**config.mk**
```make
export PLATFORM = sky130hd
export DESIGN_NAME = pwm_update_scheduler
export DESIGN_NICKNAME = d
export VERILOG_FILES = /design/src/rtl/pwm_update_scheduler.sv
export SDC_FILE = /design/constraint.sdc
export NUM_CORES = 1
export LEC_CHECK = 0
export CAP_MARGIN = 20
export CELL_PAD_IN_SITES_DETAIL_PLACEMENT = 1
export CELL_PAD_IN_SITES_GLOBAL_PLACEMENT = 1
export CORE_ASPECT_RATIO = 2
export CORE_UTILIZATION = 39
export CTS_BUF_LIST = sky130_fd_sc_hd__clkbuf_2
export DETAILED_ROUTE_END_ITERATION = 6
export PLACE_DENSITY = 0.93
export SLEW_MARGIN = 10
export SYNTH_ARGS = -nofsm -noshare
export SYNTH_HDL_FRONTEND = slang
export SYNTH_SLANG_ARGS = --single-unit
```
**constraint.sdc**
```tcl
create_clock -name pclk_i -period 4.5 [get_ports pclk_i]
set_input_delay 0.9 -clock pclk_i [delete_from_list [all_inputs] [get_ports pclk_i]]
set_output_delay 0.9 -clock pclk_i [all_outputs]
set_load 0.02 [all_outputs]
```
**src/rtl/pwm_update_scheduler.sv**
```systemverilog
// Commit scheduler for the PWM timer array: tracks one pending shadow update per
// channel, qualifies it under the update policy and offers commits round-robin.
module pwm_update_scheduler #(
    parameter int NUM_CH = 8,
    parameter int CH_W   = $clog2(NUM_CH)
) (
    input  logic              pclk_i,
    input  logic              preset_i,
    input  logic [NUM_CH-1:0] upd_req_i,
    input  logic [NUM_CH-1:0] period_end_i,
    input  logic              sync_i,
    input  logic [1:0]        mode_i,
    input  logic              fault_i,
    output logic              commit_valid_o,
    output logic [CH_W-1:0]   commit_ch_o,
    input  logic              commit_ready_i,
    output logic [NUM_CH-1:0] upd_ack_o,
    output logic [NUM_CH-1:0] ovr_o,
    input  logic [NUM_CH-1:0] ovr_clr_i,
    output logic              busy_o,
    output logic              done_o
);

    typedef enum logic {
        ST_IDLE  = 1'b0,
        ST_OFFER = 1'b1
    } state_t;

    state_t              state_reg;
    logic                commit_valid_reg;
    logic [CH_W-1:0]     commit_ch_reg;
    logic [NUM_CH-1:0]   upd_ack_reg;
    logic [NUM_CH-1:0]   ovr_reg;
    logic [NUM_CH-1:0]   ovr_next;
    logic                busy_reg;
    logic                done_reg;
    logic [NUM_CH-1:0]   pending_reg;
    logic [NUM_CH-1:0]   pending_next;
    logic [NUM_CH-1:0]   eligible_reg;
    logic [NUM_CH-1:0]   eligible_next;
    logic [CH_W-1:0]     rr_ptr_reg;

    logic                hs;
    logic [NUM_CH-1:0]   hs_vec;
    logic [NUM_CH-1:0]   qual_vec;
    logic [NUM_CH-1:0]   cand;
    logic [CH_W:0]       ch_inc;
    logic [CH_W-1:0]     ch_plus1;
    logic [CH_W-1:0]     search_start;
    logic [NUM_CH-1:0]   cand_rot;
    logic [CH_W-1:0]     grant_off;
    logic [CH_W:0]       grant_sum;
    logic [CH_W-1:0]     grant_ch;

    assign hs = commit_valid_reg & commit_ready_i;

    // Per-channel bookkeeping. A request landing on the handshake cycle keeps the
    // channel pending but forces it to re-qualify with its newer shadow data.
    genvar gi;
    generate
        for (gi = 0; gi < NUM_CH; gi++) begin : g_ch
            assign hs_vec[gi]        = hs && (commit_ch_reg == CH_W'(gi));
            assign qual_vec[gi]      = (mode_i == 2'b00)
                                     | ((mode_i == 2'b10) & sync_i)
                                     | (mode_i[0] & period_end_i[gi]);
            assign pending_next[gi]  = upd_req_i[gi] | (pending_reg[gi] & ~hs_vec[gi]);
            assign eligible_next[gi] = ~fault_i & pending_next[gi] & ~hs_vec[gi]
                                     & (eligible_reg[gi] | qual_vec[gi]);
            assign ovr_next[gi]      = (upd_req_i[gi] & pending_reg[gi])
                                     | (ovr_reg[gi] & ~ovr_clr_i[gi]);
        end
    endgenerate

    // The channel being accepted this cycle is excluded, and fault blocks new grants.
    assign cand = eligible_reg & ~hs_vec & {NUM_CH{~fault_i}};

    assign ch_inc       = {1'b0, commit_ch_reg} + (CH_W+1)'(1);
    assign ch_plus1     = (ch_inc == (CH_W+1)'(NUM_CH)) ? '0 : ch_inc[CH_W-1:0];
    assign search_start = hs ? ch_plus1 : rr_ptr_reg;

    always_comb begin
        cand_rot  = NUM_CH'({cand, cand} >> search_start);
        grant_off = '0;
        for (int k = NUM_CH - 1; k >= 0; k--) begin
            if (cand_rot[k]) begin
                grant_off = CH_W'(k);
            end
        end
        grant_sum = {1'b0, search_start} + {1'b0, grant_off};
        if (grant_sum >= (CH_W+1)'(NUM_CH)) begin
            grant_sum = grant_sum - (CH_W+1)'(NUM_CH);
        end
        grant_ch = grant_sum[CH_W-1:0];
    end

    always_ff @(posedge pclk_i or posedge preset_i) begin
        if (preset_i) begin
            state_reg        <= ST_IDLE;
            commit_valid_reg <= 1'b0;
            commit_ch_reg    <= '0;
            upd_ack_reg      <= '0;
            ovr_reg          <= '0;
            busy_reg         <= 1'b0;
            done_reg         <= 1'b0;
            pending_reg      <= '0;
            eligible_reg     <= '0;
            rr_ptr_reg       <= '0;
        end else begin
            pending_reg  <= pending_next;
            eligible_reg <= eligible_next;
            ovr_reg      <= ovr_next;
            upd_ack_reg  <= hs_vec;
            busy_reg     <= |pending_reg;
            done_reg     <= busy_reg & ~(|pending_reg);
            if (hs) begin
                rr_ptr_reg <= ch_plus1;
            end
            case (state_reg)
                ST_IDLE: begin
                    if (|cand) begin
                        state_reg        <= ST_OFFER;
                        commit_valid_reg <= 1'b1;
                        commit_ch_reg    <= grant_ch;
                    end
                end
                ST_OFFER: begin
                    // Offer is never withdrawn; it only moves on a handshake.
                    if (hs) begin
                        if (|cand) begin
                            commit_ch_reg <= grant_ch;
                        end else begin
                            state_reg        <= ST_IDLE;
                            commit_valid_reg <= 1'b0;
                        end
                    end
                end
                default: begin
                    state_reg        <= ST_IDLE;
                    commit_valid_reg <= 1'b0;
                end
            endcase
        end
    end

    assign commit_valid_o = commit_valid_reg;
    assign commit_ch_o    = commit_ch_reg;
    assign upd_ack_o      = upd_ack_reg;
    assign ovr_o          = ovr_reg;
    assign busy_o         = busy_reg;
    assign done_o         = done_reg;

endmodule
```
**Word-level counts from Yosys, hierarchy flattened**

Cells that the tools add are included.

- Flip-flop bits (word level): 42

- Add/subtract/negate cells: 3
- Magnitude comparators: 1
- Eq/ne operators: 12
- Shift operators: 1
- Mux-type cells: 21
- Bitwise gates (word level): 114
- Reduce and logical (&&, ||, !) cells: 13

Operators with widths:

| cell | number |
|---|---|
| AND 1 bit | 59 |
| two-way mux 3 bit | 13 |
| OR 1 bit | 33 |
| NOT 1 bit | 19 |
| AND 8 bit | 2 |
| OR reduction 8 bit | 2 |
| >> shifter 16 x 3 -> 8 bit | 1 |
| equality test 3 bit (second input constant) | 4 |
| logical AND 1 bit | 8 |
| NOT 8 bit | 1 |
| equality test 3 x 2 -> 1 bit (second input constant) | 2 |
| case mux 3 bit (2 select lines) | 1 |
| two-way mux 1 bit | 5 |
| adder 3 x 1 -> 4 bit (second input constant) | 1 |
| adder 3 x 3 -> 4 bit | 1 |
| equality test 4 bit (second input constant) | 1 |
| >= comparator 4 bit (second input constant) | 1 |
| inequality test 2 bit (second input constant) | 2 |
| case mux 1 bit (2 select lines) | 2 |
| equality test 3 x 1 -> 1 bit (second input constant) | 1 |
| zero test 3 bit | 1 |
| AND reduction 3 bit | 1 |
| subtractor 3 x 1 -> 3 bit (second input constant) | 1 |
| equality test 2 bit (second input constant) | 1 |
| 2 further kinds | 2 |

**Depth between registers and ports, before layout**

Gate-level depths: netlist of run 1.

- Depth in word-level cells: 20
- Gate-level depth with buffers: 16
- Mapped depth without buffers: 15

**Worst setup path before layout of run 1**

OpenSTA, ideal clock, no wires.

- Path kind: register -> register
- Start: register commit_ch_reg[0] (netlist: commit_ch_o[0])
- End: register commit_ch_reg[2] (netlist: commit_ch_o[2])
- Library setup time: 0.124 ns
- Data arrival time: 3.443 ns
- Required time: 4.376 ns
- Path slack: 0.933 ns
- Cell stages (with the launch flop): 17
- Buffers on the path: 1
- Clock period less this slack: 3.567 ns
- Cell sequence: dfrtp_1 > ha_1 > ha_1 > nand4_1 > o21ai_2 > o21ai_2 > buf_6 > mux2i_1 > mux2i_1 > a41o_1 > o21bai_1 > a221oi_1 > ha_1 > fa_1 > xnor2_1 > nor4_1 > o31a_1

- Elaborated cells between the ends (all ways): 40

RTL lines:

| item | RTL line | text |
|---|---|---|
| from (decl) | 31 | `logic [CH_W-1:0] commit_ch_reg;` |
| from (signal assigned) | 123 | `commit_ch_reg <= grant_ch;` |
| from (signal assigned) | 130 | `commit_ch_reg <= grant_ch;` |
| adder 3 x 1 -> 4 bit (*) | 77 | `assign ch_inc = {1'b0, commit_ch_reg} + (CH_W+1)'(1);` |
| equality test 4 bit | 78 | `assign ch_plus1 = (ch_inc == (CH_W+1)'(NUM_CH)) ? '0 : ch_inc[CH_W-1:0];` |
| two-way mux 3 bit (*) | 78 |  |
| two-way mux 3 bit (*) | -- |  |
| via search_start[1] | 49 | `logic [CH_W-1:0] search_start;` |
| >> shifter 16 x 3 -> 8 bit | 82 | `cand_rot = NUM_CH'({cand, cand} >> search_start);` |
| two-way mux 3 bit (8 in a row) | 85 | `if (cand_rot[k]) begin` |
| adder 3 x 3 -> 4 bit (*) | 89 | `grant_sum = {1'b0, search_start} + {1'b0, grant_off};` |
| >= comparator 4 bit or subtractor 3 x 1 -> 3 bit (tied branches) | 90, 91 |  |
| two-way mux 3 bit (*) | 90 | `if (grant_sum >= (CH_W+1)'(NUM_CH)) begin` |
| two-way mux 3 bit (*) | 120, 129 |  |
| two-way mux 3 bit | 128 | `if (hs) begin` |
| case mux 3 bit (2 select lines) (*) | 118 | `case (state_reg)` |

Mark *: on every way through the listed nets, which the timed path passes. The rest lies on a longest branch. The select of a mux whose other input is x is not followed.
A chain may end at the register's enable or synchronous reset.

**Worst setup path after layout of run 1**

- Start: input commit_ready_i
- End: register commit_ch_reg[1] (netlist: commit_ch_o[1])

- Word-level cells in the longest chain between the ends: 20
- Elaborated cells between the ends (all ways): 31

Ends and longest elaborated chain:

| item | RTL line | text |
|---|---|---|
| from (decl) | 16 | `input logic commit_ready_i,` |
| AND 1 bit (*) | 55 | `assign hs = commit_valid_reg & commit_ready_i;` |
| logical AND 1 bit | 62 | `assign hs_vec[gi] = hs && (commit_ch_reg == CH_W'(gi));` |
| NOT 8 bit | 75 | `assign cand = eligible_reg & ~hs_vec & {NUM_CH{~fault_i}};` |
| AND 8 bit (2 in a row) | 75 |  |
| >> shifter 16 x 3 -> 8 bit | 82 |  |
| two-way mux 3 bit (8 in a row) | 85 |  |
| adder 3 x 3 -> 4 bit (*) | 89 |  |
| >= comparator 4 bit or subtractor 3 x 1 -> 3 bit (tied branches) | 90, 91 |  |
| two-way mux 3 bit (*) | 90 |  |
| via grant_sum[1] | 52 | `logic [CH_W:0] grant_sum;` |
| two-way mux 3 bit (*) | 120, 129 |  |
| two-way mux 3 bit | 128 |  |
| case mux 3 bit (2 select lines) (*) | 118 |  |

Marked as above.

==> results_dict.tcl, run 1 <==
set metrics [dict create \
    status "finished clean" \
    critPathArrivalTime_ns 4.30 \
    place_area_um2 2890 \
    wirelength_um 6550 \
    wl_per_cell_um 18.6 \
    vdd_ir_drop_max_v 0.000427 \
    ys_seq_area_share_pct 46.1 \
    slew_violations 0 \
    setup_viol 0 \
    tns_ns 0 \
    vias 1982 \
    grt_pass1_wl_um 10500 \
    whs_ns 0.545 \
    post-dp-hpwl_um 5320 \
    synth_seq_cells 42 \
    n_antenna_cell 0 \
    finalHoldViolations 0 \
    yosys.cell_types.count 38 \
    dieArea_um2 6170 \
    syn_nets 269 \
    end_kind "flip-flop" \
    synthCells 229 \
    start_util_pct 40.3 \
    fin_crit_ns 3.95 \
    area_growth_pct 28.3 \
    clock.fmax_ghz 0.253 \
    slowest_delay_ns 0.49 \
    cts.path.max_buffers 2 \
    drtPass1Iterations 4 \
    globalRouteOverflowTotal 0 \
    critPathRequiredTime_ns 4.85 \
    syn_area_um2 2280 \
    ctsHoldBuffers 0 \
    rsz0062_at_grt "false" \
    grt_pass1_vias 2237 \
    nNetsFinal 330 \
    ant_nets 0 \
    power_density_nw_per_um2 580 \
    drt_iter0_markers 62 \
    ios 53 \
    cts-resized-gates 0 \
    worst-path-buf-inv 1 \
    drive_gt1_share_pct 9.28 \
    vias_per_cell 5.63 \
    cp_cell_sequence "clkdlybuf4s50_1 > and2_4 > o21ai_2 > mux2i_1 > mux2i_1 > mux2i_1 > a41o_1 > o21bai_1 > a221oi_1 > ha_1 > fa_1 > mux2_2" \
    synth_warnings 0 \
    min_path_type "reg2reg" \
    drv_cap 0 \
    grtUsageTotal_pct 22.4 \
    grt_max_degree 43 \
    cts-buffers-inserted 5 \
    grt_antenna_before_repair 0 \
    num_rows 39 \
    worstMarginPinSlew_ns 0.576 \
    post_cts_buffers 0 \
    chipHeight_um 110 \
    critical-path-top-delay-family "multiplexers" \
    crit_slowest_cell "mux2i_1" \
    period_share_pct 87.8 \
    cts-root-buf "clkbuf_2" \
    cts.sinks 42 \
    clk_latency_ns 0.43 \
    numPortBuffers 52 \
    crit_top_cell "mux2i_1" \
    finalInstanceArea_um2 2930 \
    drc 0 \
    p_leak_nw 1.38 \
    core_area_um2 5660 \
    h-tree-depth 2 \
    skew_ns 0.0181 \
    postSynthAreaPerCell_um2 9.95 \
    critPathKind "in2reg" \
    path_max_fanout 9 \
    fp.dieW_um 56.1 \
    relSlewSlack_pct 61.2 \
    path_clk_slew_ns 0.21 \
    setup.worst_path.start_class "primary input" \
    cts_tree "done" \
    globalplace.congestion 0.832 \
]
==> metrics by stage <==
step / instances / power, W / utilization (%) / setup WS (ns)
finish: 352 / 0.00170 / 51.7 / 0.550
global route: 352 / 0.00182 / 51.7 / 0.371
CTS: 352 / 0.00172 / 51.7 / 0.548
detailed placement: 344 / 0.00155 / 51.0 / 0.0438
global placement: 344 / 0.00152 / 51.0 / 0.0670
floorplan: 229 / 0.00123 / - / 0.933
==> worst paths after layout <==
kind	startpoint	endpoint	cells past startpoint	slack (ns)
worst max register to register	commit_ch_o[0]$_DFFE_PP0P_	commit_ch_o[2]$_DFFE_PP0P_	15	0.78
worst min-delay path	busy_o$_DFF_PP0_	done_o$_DFF_PP0_	1	0.55
min in group asynchronous	preset_i	eligible_reg[4]$_DFF_PP0_	3	0.92
max in group asynchronous	preset_i	ovr_o[7]$_DFF_PP0_	3	3.19
worst max-delay path	commit_ready_i	commit_ch_o[1]$_DFFE_PP0P_	12	0.55
worst min register to register	busy_o$_DFF_PP0_	done_o$_DFF_PP0_	1	0.55
==> worst reg2reg max path, stage by stage (launching register included) <==
cell	delay (ns)
dfrtp_1	0.52
ha_1	0.26
ha_1	0.29
nand4_1	0.11
o21ai_2	0.06
o21ai_2	0.10
buf_4	0.23
mux2i_1	0.26
buf_4	0.15
mux2i_1	0.13
nor3_1	0.37
a21oi_1	0.16
fa_1	0.42
xnor2_1	0.21
nor4_1	0.07
o31a_1	0.29
==> cell usage after synthesis <==
library cell  instances  area [um2]
or2_2                 1        6.26
mux2_2                4        45.0
clkbuf_1              1        3.75
buf_2                 1        5.00
dfrtp_1              42        1050
nor2_1               11        41.3
nand3_1               2        10.0
nand3b_2              1        11.3
nor4_1               10        62.6
o21ai_0              10        50.1
ha_1                  8         100
a221oi_1              1        8.76
nand2_1              18        67.6
o21bai_1              3        22.5
mux2i_1              23         230
nand2b_1              8        50.1
nand4_1               6        37.5
and2_4                1        8.76
inv_1                27         101
o31a_1                2        17.5
buf_4                 1        7.51
fa_1                  1        20.0
nor3_1                2        10.0
o21ai_2               3        26.3
a21oi_1              16        80.1
or3_1                 1        6.26
a41o_1                1        10.0
nand3b_1              5        37.5
nor3_2                1        10.0
a31oi_1               3        18.8
xnor2_1               1        8.76
inv_2                 1        3.75
or2_0                 1        6.26
and3b_1               2        17.5
and3_1                3        18.8
buf_6                 3        33.8
nand4b_1              3        26.3
o21a_1                1        7.51
==> logic make-up after synthesis <==
logic type	synth area share, %
simple gates	18.8
compound gates	10.6
fa+ha+maj	5.27
flops	46.1
xor+xnor	0.384
mux	12.1
buf+inv	6.81
==> where the power goes <==
part           total, W  switching (W)  internal (W)
clock          0.000164       0.000126     0.0000381
sequential     0.000540      0.0000843      0.000455
combinational  0.000994       0.000539      0.000454
total           0.00170       0.000749      0.000948
==> final cells by class <==
type / count / area [um2]
Clock buffer: 6 / 30.0
Clock inverter: 2 / 8.76
Fill cell: 662 / 2740
Inverter: 28 / 105
Multi-Input combinational cell: 153 / 1070
Sequential cell: 42 / 1050
Tap cell: 61 / 76.3
Timing Repair Buffer: 60 / 581
==> per-layer routing <==
layer,vias up,global-route usage (%),part of all wire [%]
met5,-,0,0
met4,0,13.4,4.4
met3,21,3.15,2.5
met2,51,45.2,59
met1,989,20.4,34
li1,921,-,-
==> placed cells by master, fill, tap and decap left out, types with 8 or more instances in the layout <==
cell type,netlist,final
nor4_1,10,10
inv_1,27,27
nor2_1,11,11
dfrtp_1,42,42
nand2b_1,8,8
a21oi_1,16,16
clkdlybuf4s50_1,0,52
ha_1,8,8
mux2i_1,23,23
o21ai_0,10,10
nand2_1,18,18
buf_4,1,8
Power figures use the tool's default switching activity.
==> inputs of run 2 (changes only) <==
- SETUP_SLACK_MARGIN: not set -> 0.5
==> run 2 against run 1 <==
Net effect:
- routed wire length grew 0.75%
- flip-flop and latch count is the same
- hold slack gained 0.0016 ns
- core utilization grew 0.46 points
- largest cell class unchanged
- highest routed layer unchanged
==> results_dict.tcl, run 2 (synthesis results as in run 1) <==
set metrics [dict create \
    cts.sinks 42 \
    slowest_delay_ns 0.53 \
    whs_ns 0.547 \
    grt_pass1_wl_um 10500 \
    cts-buffers-inserted 5 \
    drtPass1Iterations 4 \
    min_delay_worst_endpoint "done_o$_DFF_PP0_" \
    r2r_end "commit_ch_o[2]$_DFFE_PP0P_" \
    grtUsageTotal_pct 22.4 \
    critPathKind "in2reg" \
    rrSetupSlack_ns 0.81 \
    fin_crit_ns 3.86 \
    drive_gt1_share_pct 10.3 \
    tns_ns 0 \
    wirelength_um 6600 \
    drc 0 \
    drt_iter0_markers 34 \
    cts_tree "done" \
    min_path_type "reg2reg" \
    chipHeight_um 110 \
    timing.rr.start "commit_ch_o[0]$_DFFE_PP0P_" \
    rsz0062_at_grt "false" \
    placedCellCount 344 \
    period_share_pct 85.7 \
    status "finished clean" \
    skew_ns 0.0248 \
    globalplace.congestion 0.832 \
    ant_nets 0 \
    grt_pass1_vias 2237 \
    clk_latency_ns 0.43 \
    vias 1978 \
    n_antenna_cell 0 \
    cts.path.max_buffers 2 \
    ctsHoldBuffers 0 \
    vias_per_cell 5.60 \
    end_kind "flip-flop" \
    finalHoldViolations 0 \
    worstHoldStart "busy_o$_DFF_PP0_" \
    wl_per_cell_um 18.7 \
    fp.dieW_um 56.1 \
    path_clk_slew_ns 0.22 \
    area_growth_pct 29.5 \
    cts-root-buf "clkbuf_2" \
    globalRouteOverflowTotal 0 \
    dieArea_um2 6170 \
    num_rows 39 \
    post-dp-hpwl_um 5320 \
    core_area_um2 5660 \
    start_util_pct 40.3 \
    instances_no_fill 353 \
    final_common_cell "clkdlybuf4s50_1" \
    relSlewSlack_pct 61.1 \
    r2r_cells 15 \
    ios 53 \
    clock.fmax_ghz 0.259 \
    worstMarginPinSlew_ns 0.579 \
    path_max_fanout 12 \
    critPathRequiredTime_ns 4.86 \
    power_density_nw_per_um2 582 \
    setup.worst_path.start_class "primary input" \
    numPortBuffers 52 \
    grt_antenna_before_repair 0 \
    grt_max_degree 43 \
    cp_cell_sequence "clkdlybuf4s50_1 > buf_4 > nand2_1 > o21ai_2 > buf_6 > mux2i_1 > buf_4 > mux2i_1 > nor3_1 > a21oi_1 > fa_1 > xnor2_1 > nor4_1 > o31a_1" \
    vdd_ir_drop_max_v 0.000427 \
    final_cell_mix "clkdlybuf4s50_1 (52), dfrtp_1 (42), inv_1 (27)" \
    critPathArrivalTime_ns 4.21 \
    worstHoldPathCells 1 \
    drv_cap 0 \
    h-tree-depth 2 \
    slew_violations 0 \
    setup_viol 0 \
    p_leak_nw 1.39 \
    crit_slowest_cell "clkdlybuf4s50_1" \
    nNetsFinal 331 \
]
-- run 2: cell type report --
cell class | count | area [um2]
clock buffers | 6 | 30.0
clock inverters | 2 | 8.76
fillers | 656 | 2710
inverters | 28 | 105
multi-input cells | 153 | 1090
flip-flops and latches | 42 | 1050
well taps | 61 | 76.3
repair buffers | 61 | 592
-- run 2: report_power, final --
group | internal, W | switching [W] | leakage, nW | total, W
clock network | 0.0000381 | 0.000128 | 0.0304 | 0.000166
registers | 0.000455 | 0.0000855 | 0.482 | 0.000541
logic | 0.000468 | 0.000544 | 0.877 | 0.00101
total | 0.000961 | 0.000758 | 1.39 | 0.00172
-- run 2: routing by layer --
metal  routed length (um)  share of wire (%)  vias up  track usage [%]
li1                     -                  -      923                -
met1                 2270                 34      986             20.4
met2                 3880                 59       48             45.2
met3                  159                2.4       21             3.15
met4                  295                4.5        0             13.4
met5                    0                  0        -                0
-- run 2: worst max path at each step --
stage	start	end	slack (ns)	depth (start not counted)
floorplan	commit_ch_o[0]$_DFFE_PP0P_	commit_ch_o[2]$_DFFE_PP0P_	0.93	16
global placement	commit_ready_i	commit_ch_o[2]$_DFFE_PP0P_	0.07	14
detailed placement	commit_ready_i	commit_ch_o[2]$_DFFE_PP0P_	0.04	14
CTS	commit_ready_i	commit_ch_o[2]$_DFFE_PP0P_	0.55	14
global route	commit_ready_i	commit_ch_o[2]$_DFFE_PP0P_	0.50	15
finish	commit_ready_i	commit_ch_o[2]$_DFFE_PP0P_	0.64	14
-- run 2: worst max-delay path: cells and delay by family --
| kind | cells | cell delay, ns |
|---|---|---|
| buffers and inverters | 4 | 1.07 |
| AO/OA/AOI/OAI | 3 | 0.64 |
| AND/OR/NAND/NOR | 3 | 0.60 |
| adder cells (fa/ha/maj) | 1 | 0.42 |
| multiplexers | 2 | 0.38 |
| XOR/XNOR | 1 | 0.21 |
-- run 2: repair_timing --
item / 4_1_cts / 5_1_grt
setup endpoints to repair: 0 / 2
setup buffers: 0 / 1
resized for setup: 0 / 4
-- run 2: through the flow --
stage	cell area (um2)	utilization [%]	total power [W]	worst slack, ns
after global placement	2890	51.0	0.00152	0.0670
after floorplan	2280	-	0.00123	0.933
after CTS	2930	51.7	0.00172	0.548
final	2950	52.1	0.00172	0.644
after global routing	2950	52.1	0.00184	0.501
after detailed placement	2890	51.0	0.00155	0.0438
